==> config.mk <==
export PLATFORM = sky130hd
export DESIGN_NAME = rx_frame_deser
export DESIGN_NICKNAME = d
export VERILOG_FILES = /design/src/rtl/rx_frame_pkg.sv /design/src/rtl/rx_out_reg.sv /design/src/rtl/rx_frame_deser.sv
export SDC_FILE = /design/constraint.sdc
export NUM_CORES = 1
export LEC_CHECK = 0
export BUFFER_PORTS_ARGS = -buffer_cell sky130_fd_sc_hd__clkbuf_2
export CORE_MARGIN = 5
export CORE_UTILIZATION = 61
export CTS_CLUSTER_SIZE = 12
export DETAILED_ROUTE_END_ITERATION = 10
export MAX_ROUTING_LAYER = met4
export PLACE_DENSITY_LB_ADDON = 0.2
export SYNTH_ARGS = -nofsm -noshare
export SYNTH_HDL_FRONTEND = slang
export SYNTH_SLANG_ARGS = --single-unit
==> constraint.sdc <==
create_clock -name clk -period 4.65 [get_ports clk]
set_clock_uncertainty 0.2 [all_clocks]
set_input_delay 0.93 -clock clk [delete_from_list [all_inputs] [get_ports clk]]
set_output_delay 0.93 -clock clk [all_outputs]
set_load 0.02 [all_outputs]
==> src/rtl/rx_frame_pkg.sv <==
// Shared definitions for the serial frame receiver: state encoding, default
// header pattern and the bit-counter width helper.
package rx_frame_pkg;

  typedef enum logic [1:0] {
    IDLE = 2'd0,
    HDR  = 2'd1,
    DATA = 2'd2,
    PAR  = 2'd3
  } state_t;

  localparam logic [3:0] HDR_PAT_DEF = 4'b1010;

  // Wide enough to count up to the longer of the header and data fields.
  function automatic int cnt_w(input int hdr_w, input int data_w);
    return $clog2(((hdr_w > data_w) ? hdr_w : data_w) + 1);
  endfunction

endpackage

==> src/rtl/rx_out_reg.sv <==
// One-deep output holding register with vld/rdy handshake; flags a completed
// word that arrives while an unconsumed word is still held.
module rx_out_reg #(
  parameter int DATA_W = 8
) (
  input  logic              clk,
  input  logic              rst,
  input  logic              load,
  input  logic [DATA_W-1:0] word,
  input  logic              rdy,
  output logic [DATA_W-1:0] dout,
  output logic              dout_vld,
  output logic              ovr_err
);

  always_ff @(posedge clk) begin
    if (rst) begin
      dout     <= '0;
      dout_vld <= 1'b0;
      ovr_err  <= 1'b0;
    end else begin
      ovr_err <= 1'b0;
      if (load) begin
        // A word consumed on this same edge frees the slot for the new one.
        if (dout_vld && !rdy) begin
          ovr_err <= 1'b1;
        end else begin
          dout     <= word;
          dout_vld <= 1'b1;
        end
      end else if (dout_vld && rdy) begin
        dout_vld <= 1'b0;
      end
    end
  end

endmodule

==> src/rtl/rx_frame_deser.sv <==
// Serial frame deserializer: header check, MSB-first payload, optional even
// parity, inter-bit timeout, and a re-arm pulse for the upstream bit sync FSM.
module rx_frame_deser
  import rx_frame_pkg::*;
#(
  parameter int               DATA_W  = 8,
  parameter int               HDR_W   = 4,
  parameter logic [HDR_W-1:0] HDR_PAT = HDR_PAT_DEF,
  parameter int               PAR_EN  = 1,
  parameter int               TMO_CYC = 64
) (
  input  logic              clk,
  input  logic              rst,
  input  logic              sh_en,
  input  logic              din,
  input  logic              rdy,
  output logic [DATA_W-1:0] dout,
  output logic              dout_vld,
  output logic              hdr_err,
  output logic              par_err,
  output logic              ovr_err,
  output logic              tmo_err,
  output logic              fsm_rst,
  output logic              busy
);

  localparam int SR_W  = (DATA_W > HDR_W) ? DATA_W : HDR_W;
  localparam int CNT_W = cnt_w(HDR_W, DATA_W);
  localparam int TMO_W = $clog2(TMO_CYC + 1);

  // The first header bit is taken in IDLE, so HDR counts one bit fewer.
  localparam logic [CNT_W-1:0] HDR_LAST  = CNT_W'(HDR_W - 2);
  localparam logic [CNT_W-1:0] DATA_LAST = CNT_W'(DATA_W - 1);
  localparam logic [TMO_W-1:0] TMO_LAST  = TMO_W'(TMO_CYC - 1);

  state_t              state;
  logic [CNT_W-1:0]    cnt;
  logic [TMO_W-1:0]    tmo;
  logic [SR_W-1:0]     sr;
  logic                hdr_ok;
  logic                par_ok;
  logic                load;
  logic [DATA_W-1:0]   word;

  assign hdr_ok = ({sr[HDR_W-2:0], din} == HDR_PAT);
  assign par_ok = (din == ^sr[DATA_W-1:0]);
  assign load   = sh_en && (((state == DATA) && (cnt == DATA_LAST) && (PAR_EN == 0)) ||
                            ((state == PAR) && par_ok));
  // In PAR the payload already sits in the shift register; otherwise the
  // incoming bit is the payload LSB.
  assign word   = (state == PAR) ? sr[DATA_W-1:0] : {sr[DATA_W-2:0], din};
  assign busy   = (state != IDLE);

  always_ff @(posedge clk) begin
    if (rst) begin
      state   <= IDLE;
      cnt     <= '0;
      tmo     <= '0;
      sr      <= '0;
      hdr_err <= 1'b0;
      par_err <= 1'b0;
      tmo_err <= 1'b0;
      fsm_rst <= 1'b0;
    end else begin
      hdr_err <= 1'b0;
      par_err <= 1'b0;
      tmo_err <= 1'b0;
      fsm_rst <= 1'b0;
      if (sh_en) sr <= {sr[SR_W-2:0], din};

      if (state == IDLE) begin
        cnt <= '0;
        tmo <= '0;
        if (sh_en) state <= HDR;
      end else if (sh_en) begin
        tmo <= '0;
        cnt <= cnt + CNT_W'(1);
        case (state)
          HDR: begin
            if (cnt == HDR_LAST) begin
              cnt <= '0;
              if (hdr_ok) begin
                state <= DATA;
              end else begin
                hdr_err <= 1'b1;
                fsm_rst <= 1'b1;
                state   <= IDLE;
              end
            end
          end
          DATA: begin
            if (cnt == DATA_LAST) begin
              cnt <= '0;
              if (PAR_EN != 0) begin
                state <= PAR;
              end else begin
                fsm_rst <= 1'b1;
                state   <= IDLE;
              end
            end
          end
          default: begin
            cnt     <= '0;
            fsm_rst <= 1'b1;
            par_err <= !par_ok;
            state   <= IDLE;
          end
        endcase
      end else if (tmo == TMO_LAST) begin
        tmo     <= '0;
        cnt     <= '0;
        tmo_err <= 1'b1;
        fsm_rst <= 1'b1;
        state   <= IDLE;
      end else begin
        tmo <= tmo + TMO_W'(1);
      end
    end
  end

  rx_out_reg #(
    .DATA_W(DATA_W)
  ) u_out (
    .clk     (clk),
    .rst     (rst),
    .load    (load),
    .word    (word),
    .rdy     (rdy),
    .dout    (dout),
    .dout_vld(dout_vld),
    .ovr_err (ovr_err)
  );

endmodule
==> impl_metrics.toml, run 1 <==
[outcome]
status = "finished clean"

[worst_setup_path]
cp.required_ns = 3.52
crit_fanout = 9
reg2reg_slack_ns = 2.42
cp.arrival_ns = 1.37
path_class = "reg2out"
crit_path_end_kind = "output port"
start_kind = "register"

[clock_network]
cts-buffers-inserted = 5
cts_tree = "done"
clockRootBuffer = "clkbuf_4"
clock-sinks = 35
cts_resized = 0
path_clk_slew_ns = 0.10
post_cts_buffers = 0
clk_latency_ns = 0.34
clockBufferDepth = 2
htreeDepth = 2
cts.hold.buffers_added = 0

[drt]
via_per_inst = 5.70
dr.pass1.iters = 4
drc = 0
drt_wl_total_mm = 3.14
drtIter0Drc = 46
via_count = 1272
antenna_left = 0
wl_per_cell_um = 14.1

[logic_synthesis]
syn_nets = 183
synth-seq-cells = 35
syn-instance-count = 171
synth_area_leaders = "dfxtp_1, mux2i_1, ha_1"
synth_commonest_cells = "dfxtp_1, nand2_1, nor2_1, mux2i_1, ha_1"
synth_cell_types = 42
synth_top_area_frac = 0.428
netlist_area_um2 = 1640
yosys.area.top_type = "dfxtp_1"
synth-edff-count = 0
yosysMostFrequentCell = "dfxtp_1"
postSynth.asyncResetShare = 0
syn_avg_cell_area_um2 = 9.58
ys_seq_area_frac = 0.428
ys_warn_count = 0
synthFlopType = "dfxtp_1"

[hold_path]
hold_class = "reg2reg"

[layout]
diodes = 0
fillers = 209
regArea_um2 = 701
drive_gt1_frac = 0.192
syn2layout_area_growth_pct = 10.2
nets = 204
multiInputGateArea_um2 = 896

[sta]
rsz0062_at_grt = "false"
drv_slew = 0
fin_setup_tns_ns = 0
worst_pin_slew_ns = 0.517
final-hold-violation-count = 0
fin_crit_sh = 0.538
hold-worst-slack_ns = 0.237
max_freq_mhz = 400
finalCriticalPeriod_ns = 2.50
relSlewSlack = 0.656
setup_viol = 0

[global_routing]
grt_pass1_vias = 1225
antenna_found_initial = 0
track_usage = 0.199
grt_pass1_wl_mm = 5.38
grt-ovfl-total = 0
grt_max_degree = 24

[floorplan]
die_y_um = 61.8
die-area_um2 = 3820
core_area_um2 = 2520
die_w_um = 61.8
start_util = 0.649
fp-row-count = 18
io_pins = 20

[power_and_ir_drop]
power.density_nw_per_um2 = 279
vdd_drop_max_mv = 0.229
power.leakage_uw = 0.000741

[place]
place.gp.congestion = 0.819
io_buffers = 19
dpl.hpwl_mm = 2.28

[job]
max_cap_violations = 0
-- stage by stage --
step | util | cell area [um2] | cells | power, uW | setup slack (ns)
after floorplan | - | 1640 | 171 | 343 | 2.23
after global placement | 0.694 | 1750 | 215 | 352 | 1.96
after detailed placement | 0.694 | 1750 | 215 | 353 | 1.86
after CTS | 0.715 | 1800 | 223 | 507 | 2.13
after global routing | 0.715 | 1800 | 223 | 527 | 2.04
final | 0.715 | 1800 | 223 | 503 | 2.15
-- metal layers --
metal  wire (um)  up-vias  global-route usage
met3         207        7              0.0682
li1            -      634                   -
met4          43        0              0.0727
met1        1420      594               0.231
met2        1470       37               0.318
met5           0        -                   -
-- power breakdown --
group	total [uW]	switching (uW)	internal, uW
registers	305	2.91	302
clock network	156	100	56.2
logic	41.7	24.8	16.9
total	503	128	375
-- sequential cells by signal (all words and copies together) (netlist names) --
register        flops
fsm_rst             1
hdr_err             1
cnt                 4
u_out.dout_vld      1
par_err             1
tmo_err             1
u_out.dout          8
tmo                 7
state               2
u_out.ovr_err       1
sr                  8
-- worst paths after layout --
check | startpoint | endpoint | cells past startpoint
max | state[0] | busy | 4
min | tmo[6] | tmo[6] | 2
max reg2reg | state[0] | state[0] | 6
min reg2reg | tmo[6] | tmo[6] | 2
-- area by class of cell --
type / count / share of cell area
inverters: 6 / 0.0125
clock buffers: 5 / 0.0208
multi-input cells: 125 / 0.497
well taps: 30 / 0.0208
clock inverters: 3 / 0.00832
repair buffers: 19 / 0.0527
flip-flops and latches: 35 / 0.388
-- critical path, stage by stage (launching register included) --
cell and delay (ns):
dfxtp_1 0.39, inv_1 0.08, ha_1 0.31, inv_1 0.09, clkbuf_2 0.16
-- kinds of logic (layout without fill, tap and decap cells) --
family | after synthesis | count (layout) | synth area share
AO/OA/AOI/OAI | 15 | 15 | 0.0711
AND/OR/NAND/NOR | 75 | 75 | 0.235
multiplexers | 18 | 18 | 0.118
buffers and inverters | 11 | 33 | 0.0252
flip-flops | 35 | 35 | 0.428
XOR/XNOR | 10 | 10 | 0.0703
adder cells (fa/ha/maj) | 7 | 7 | 0.0535
-- cells in the final DEF, fill, tap and decap left out, drive strengths merged, types with 2 or more instances in the layout --
cell type  Yosys  final
nor3           5      5
inv            5      5
nand2         23     23
nor2          18     18
mux2i         18     18
clkinv         1      4
and3           4      4
xnor2          5      5
and2           2      2
a31oi          2      2
dfxtp         35     35
a21oi          2      2
clkbuf         5     24
or3b           3      3
or2            3      3
nand3          5      5
xor2           3      3
a211o          2      2
xnor3          2      2
nor4b          2      2
ha             7      7
No activity file was read; power rests on OpenSTA's default activity.
==> run 2: changes to the inputs <==
--- a/config.mk
+++ b/config.mk
@@ -7,7 +7,7 @@
 export LEC_CHECK = 0
 export BUFFER_PORTS_ARGS = -buffer_cell sky130_fd_sc_hd__clkbuf_2
 export CORE_MARGIN = 5
-export CORE_UTILIZATION = 61
+export CORE_UTILIZATION = 51
 export CTS_CLUSTER_SIZE = 12
 export DETAILED_ROUTE_END_ITERATION = 10
 export MAX_ROUTING_LAYER = met4
==> constraint.sdc (replaced) <==
create_clock -name clk -period 2.07 [get_ports clk]
set_clock_uncertainty 0.2 [all_clocks]
set_input_delay 0.414 -clock clk [delete_from_list [all_inputs] [get_ports clk]]
set_output_delay 0.414 -clock clk [all_outputs]
set_load 0.02 [all_outputs]
==> run 2 against run 1 <==
  * Sequential power up 120%
  * First-iteration DRC count rose to 3.2 times the previous value
  * Critical path type is now reg2reg
  * Cell area up 10%
  * Via count up 5.0%
  * Routed wire length up 9.1%
  * Sequential cell count unchanged
  * Hold slack worse by 0.063 ns
  * Clock power rose to 2.7 times the previous value
  * Die area up 16%
==> impl_metrics.toml, run 2 (synthesis results as in run 1) <==
[clock_network]
cts_tree = "done"
htreeDepth = 2
clockBufferDepth = 2
path_clk_slew_ns = 0.11
clockRootBuffer = "clkbuf_4"
clk_latency_ns = 0.34
cts-buffers-inserted = 5
post_cts_buffers = 0
clock-sinks = 35
cts.hold.buffers_added = 0

[global_routing]
antenna_found_initial = 0
use_met1 = 0.190
grt.met3_usage = 0.0472
grt_pass1_vias = 1360
grt_pass1_wl_mm = 5.69
top_usage_layer = "met2"
track_usage = 0.171
grtUsageMet2 = 0.286
grt-ovfl-total = 0
grt_max_degree = 16

[layout]
final_common_cell = "dfxtp_1"
regArea_um2 = 706
drive_gt1_frac = 0.286
multiInputGateArea_um2 = 943
top_regs = "sr (8), u_out.dout (8), tmo (7)"
final_cell_mix = "dfxtp_1, nand2_1, nor2_1, clkbuf_2, mux2i_1"
syn2layout_area_growth_pct = 21.6
diodes = 0
nets = 217
fillers = 275

[sta]
max_freq_mhz = 502
fin_setup_tns_ns = 0
drv_slew = 0
finalCriticalPeriod_ns = 1.99
worst_pin_slew_ns = 0.397
hold-worst-slack_ns = 0.174
rsz0062_at_grt = "false"
fin_crit_sh = 0.962
finalWorstSetupSlack_ns = 0.0781
final-hold-violation-count = 0
setup_viol = 0
relSlewSlack = 0.733

[power_and_ir_drop]
p_seq_frac = 0.555
comb_power_share = 0.100
p_sw_frac = 0.241
p_sw_uw = 298
power.leakage_uw = 0.000829
power.density_nw_per_um2 = 620
internal_power_uw = 936
vdd_drop_max_mv = 0.496
power_frac_clock = 0.345

[drt]
drc = 0
via_per_inst = 5.34
drtIter0Drc = 145
dr.pass1.iters = 4
wl_per_cell_um = 13.7
antenna_left = 0
drt_wl_total_mm = 3.42
via_count = 1335

[worst_setup_path]
cp.arrival_ns = 2.08
path_class = "reg2reg"
crit_path_end_kind = "register"
cp.required_ns = 2.16
crit_fanout = 2
start_kind = "register"
reg2reg_slack_ns = 0.08

[floorplan]
die_w_um = 66.7
start_util = 0.532
die_y_um = 66.7
die-area_um2 = 4440
io_pins = 20
fp-row-count = 20
core_area_um2 = 3080

[hold_path]
hold_class = "in2reg"

[place]
io_buffers = 19
place.gp.congestion = 0.964
dpl.hpwl_mm = 2.38
dp_slack_ns = -0.0441

[outcome]
status = "finished clean"

[job]
max_cap_violations = 0
run 2: stage by stage:
| step | area [um2] | total power [uW] | util | cells |
|---|---|---|---|---|
| floorplan | 1640 | 771 | - | 171 |
| global placement | 1870 | 806 | 0.607 | 242 |
| detailed placement | 1870 | 808 | 0.607 | 242 |
| CTS | 1940 | 1230 | 0.631 | 250 |
| global route | 1990 | 1280 | 0.647 | 250 |
| finish | 1990 | 1230 | 0.647 | 250 |
run 2: layout make-up:
type                    count  area share
flip-flops and latches     35       0.354
clock buffers               8      0.0345
multi-input cells         125       0.474
well taps                  44      0.0276
inverters                   6      0.0113
repair buffers             32      0.0986
run 2: power groups by stage:
stage | Sequential (uW) | Clock (uW) | Combinational [uW]
global route | 686 | 463 | 134
floorplan | 701 | 0 | 69.8
CTS | 685 | 440 | 110
detailed placement | 700 | 0 | 108
global placement | 700 | 0 | 106
finish | 685 | 426 | 123
run 2: worst paths after layout:
kind	start	end	cells after the start
worst min-delay path	din	sr[0]	3
worst max register to register	cnt[0]	fsm_rst	6
worst min register to register	tmo[6]	tmo[6]	2
worst max-delay path	cnt[0]	fsm_rst	6
run 2: worst max-delay path, cell delays in order (launching register included):
cell	delay, ns
dfxtp_1	0.33
inv_1	0.06
ha_1	0.15
or3b_2	0.47
or3b_2	0.48
a31oi_1	0.13
and2_1	0.13
run 2: metal layers:
layer / wire, um / part of all wire
met5: 0 / 0
met4: 57 / 0.017
met3: 171 / 0.050
met2: 1620 / 0.47
met1: 1570 / 0.46
run 2: repair_timing:
action | CTS | global route
setup endpoints to repair | 3 | 10
pin swaps | 0 | 2
endpoints found under the hold margin | 0 | 0
gates resized for setup | 1 | 14
==> run 3: changes to the inputs <==
==> constraint.sdc (replaced) <==
create_clock -name clk -period 2.07 [get_ports clk]
set_clock_uncertainty 0.2 [all_clocks]
set_input_delay 0.414 -clock clk [delete_from_list [all_inputs] [get_ports clk]]
set_output_delay 0.414 -clock clk [all_outputs]
set_load 0.05 [all_outputs]
==> run 3 against run 2 <==
  * Largest power group unchanged
  * Global-route usage unchanged
  * Highest routed layer unchanged
  * Die area stayed put
  * First-iteration DRC count shrank 17%
  * Combinational power is 5% higher
  * Power up 0.29%
  * Sequential power hardly changed
  * Critical path type is now reg2out
==> impl_metrics.toml, run 3 (synthesis results as in run 1) <==
[global_routing]
grt_pass1_vias = 1360
grt_max_degree = 16
grt_pass1_wl_mm = 5.69
antenna_found_initial = 0
grt-ovfl-total = 0
track_usage = 0.171

[layout]
final_cell_mix = "dfxtp_1, nand2_1, nor2_1, clkbuf_2, mux2i_1"
syn2layout_area_growth_pct = 21.6
diodes = 0
top_regs = "sr (8), u_out.dout (8), tmo (7)"
multiInputGateArea_um2 = 935
final_common_cell = "dfxtp_1"
utilization = 0.647
nets = 217
regArea_um2 = 706
fillers = 269
drive_gt1_frac = 0.286

[drt]
drtIter0Drc = 121
antenna_left = 0
via_count = 1313
dr.pass1.iters = 4
via_per_inst = 5.25
drt_wl_total_mm = 3.33
wl_per_cell_um = 13.3
drc = 0

[clock_network]
cts-buffers-inserted = 5
clockRootBuffer = "clkbuf_4"
clock-sinks = 35
post_cts_buffers = 0
path_clk_slew_ns = 0.11
cts.hold.buffers_added = 0
clockBufferDepth = 2
cts_tree = "done"
htreeDepth = 2
clk_latency_ns = 0.34

[worst_setup_path]
path_class = "reg2out"
worstPathCellList = "buf_4 -> inv_2 -> ha_4 -> buf_6 -> inv_1 -> clkbuf_8"
cp.arrival_ns = 1.38
start_kind = "register"
crit_path_end_kind = "output port"
crit_buf_inv = 5
critPathTopFamily = "buffers and inverters"
cp_slowest_stage_delay_ns = 0.35
critPathSlowestCell = "dfxtp_2"
cp.required_ns = 1.46
crit_fanout = 8

[place]
place.gp.congestion = 0.964
dpl.hpwl_mm = 2.38
io_buffers = 19

[floorplan]
die_w_um = 66.7
core_area_um2 = 3080
io_pins = 20
die_y_um = 66.7
start_util = 0.532
fp-row-count = 20
die-area_um2 = 4440

[power_and_ir_drop]
power.leakage_uw = 0.000823
vdd_drop_max_mv = 0.496
power.density_nw_per_um2 = 622

[job]
max_cap_violations = 0

[sta]
final-hold-violation-count = 0
rsz0062_at_grt = "false"
max_freq_mhz = 502
hold-worst-slack_ns = 0.175
setup_viol = 0
relSlewSlack = 0.731
fin_crit_sh = 0.962
worst_pin_slew_ns = 0.400
drv_slew = 0
finalCriticalPeriod_ns = 1.99

[hold_path]
hold_class = "in2reg"

[outcome]
status = "finished clean"
[run 3: changes by cell type in the layout (fill, tap and decap cells not counted), sizes merged]
cell and change:
buf -1, clkbuf +1
[run 3: area by class of cell]
cell class / count / share of cell area
inverter: 6 / 0.0113
sequential: 35 / 0.354
multi-input combinational: 125 / 0.469
tap: 44 / 0.0276
clock buffer: 8 / 0.0345
timing repair buffer: 32 / 0.103
[run 3: worst paths after layout]
check | endpoint | start | slack, ns | depth (start not counted)
setup / recovery | busy | state[1] | 0.08 | 6
hold / removal | sr[0] | din | 0.18 | 3
setup reg to reg | fsm_rst | cnt[0] | 0.09 | 6
hold reg to reg | tmo[6] | tmo[6] | 0.23 | 2
[run 3: where the power goes]
part | switching (uW) | internal [uW] | total [uW] | leakage (uW)
clock network | 225 | 200 | 425 | 0.0000386
logic | 71.3 | 57.3 | 129 | 0.000500
registers | 5.15 | 680 | 685 | 0.000284
total | 301 | 937 | 1240 | 0.000823
[run 3: worst min-delay path, delay by kind of cell]
| family | cells | cell delay, ns |
|---|---|---|
| buf+inv | 1 | 0.11 |
| simple gates | 1 | 0.08 |
| mux | 1 | 0.07 |
[run 3: metrics by stage]
stage	instance area, um2	setup WS (ns)	std cells	TNS [ns]	power [uW]
after floorplan	1640	0.0180	171	0	777
after global placement	1870	0.00986	242	0	813
after detailed placement	1870	-0.0441	242	-0.123	814
after CTS	1960	-0.0184	250	-0.0184	1250
after global routing	1990	0.0115	250	0	1290
final	1990	0.0787	250	0	1240
[run 3: layer usage]
layer	global-route usage	vias to the layer above	wire, um
li1	-	660	-
met1	0.191	620	1560
met2	0.285	27	1570
met3	0.0472	6	151
met4	0.0761	0	45
met5	-	-	0
[run 3: timing repair]
action	in CTS	in global routing
gates resized for setup	5	10
cloned	0	0
endpoints found under the setup margin	4	10
pin swaps	0	2
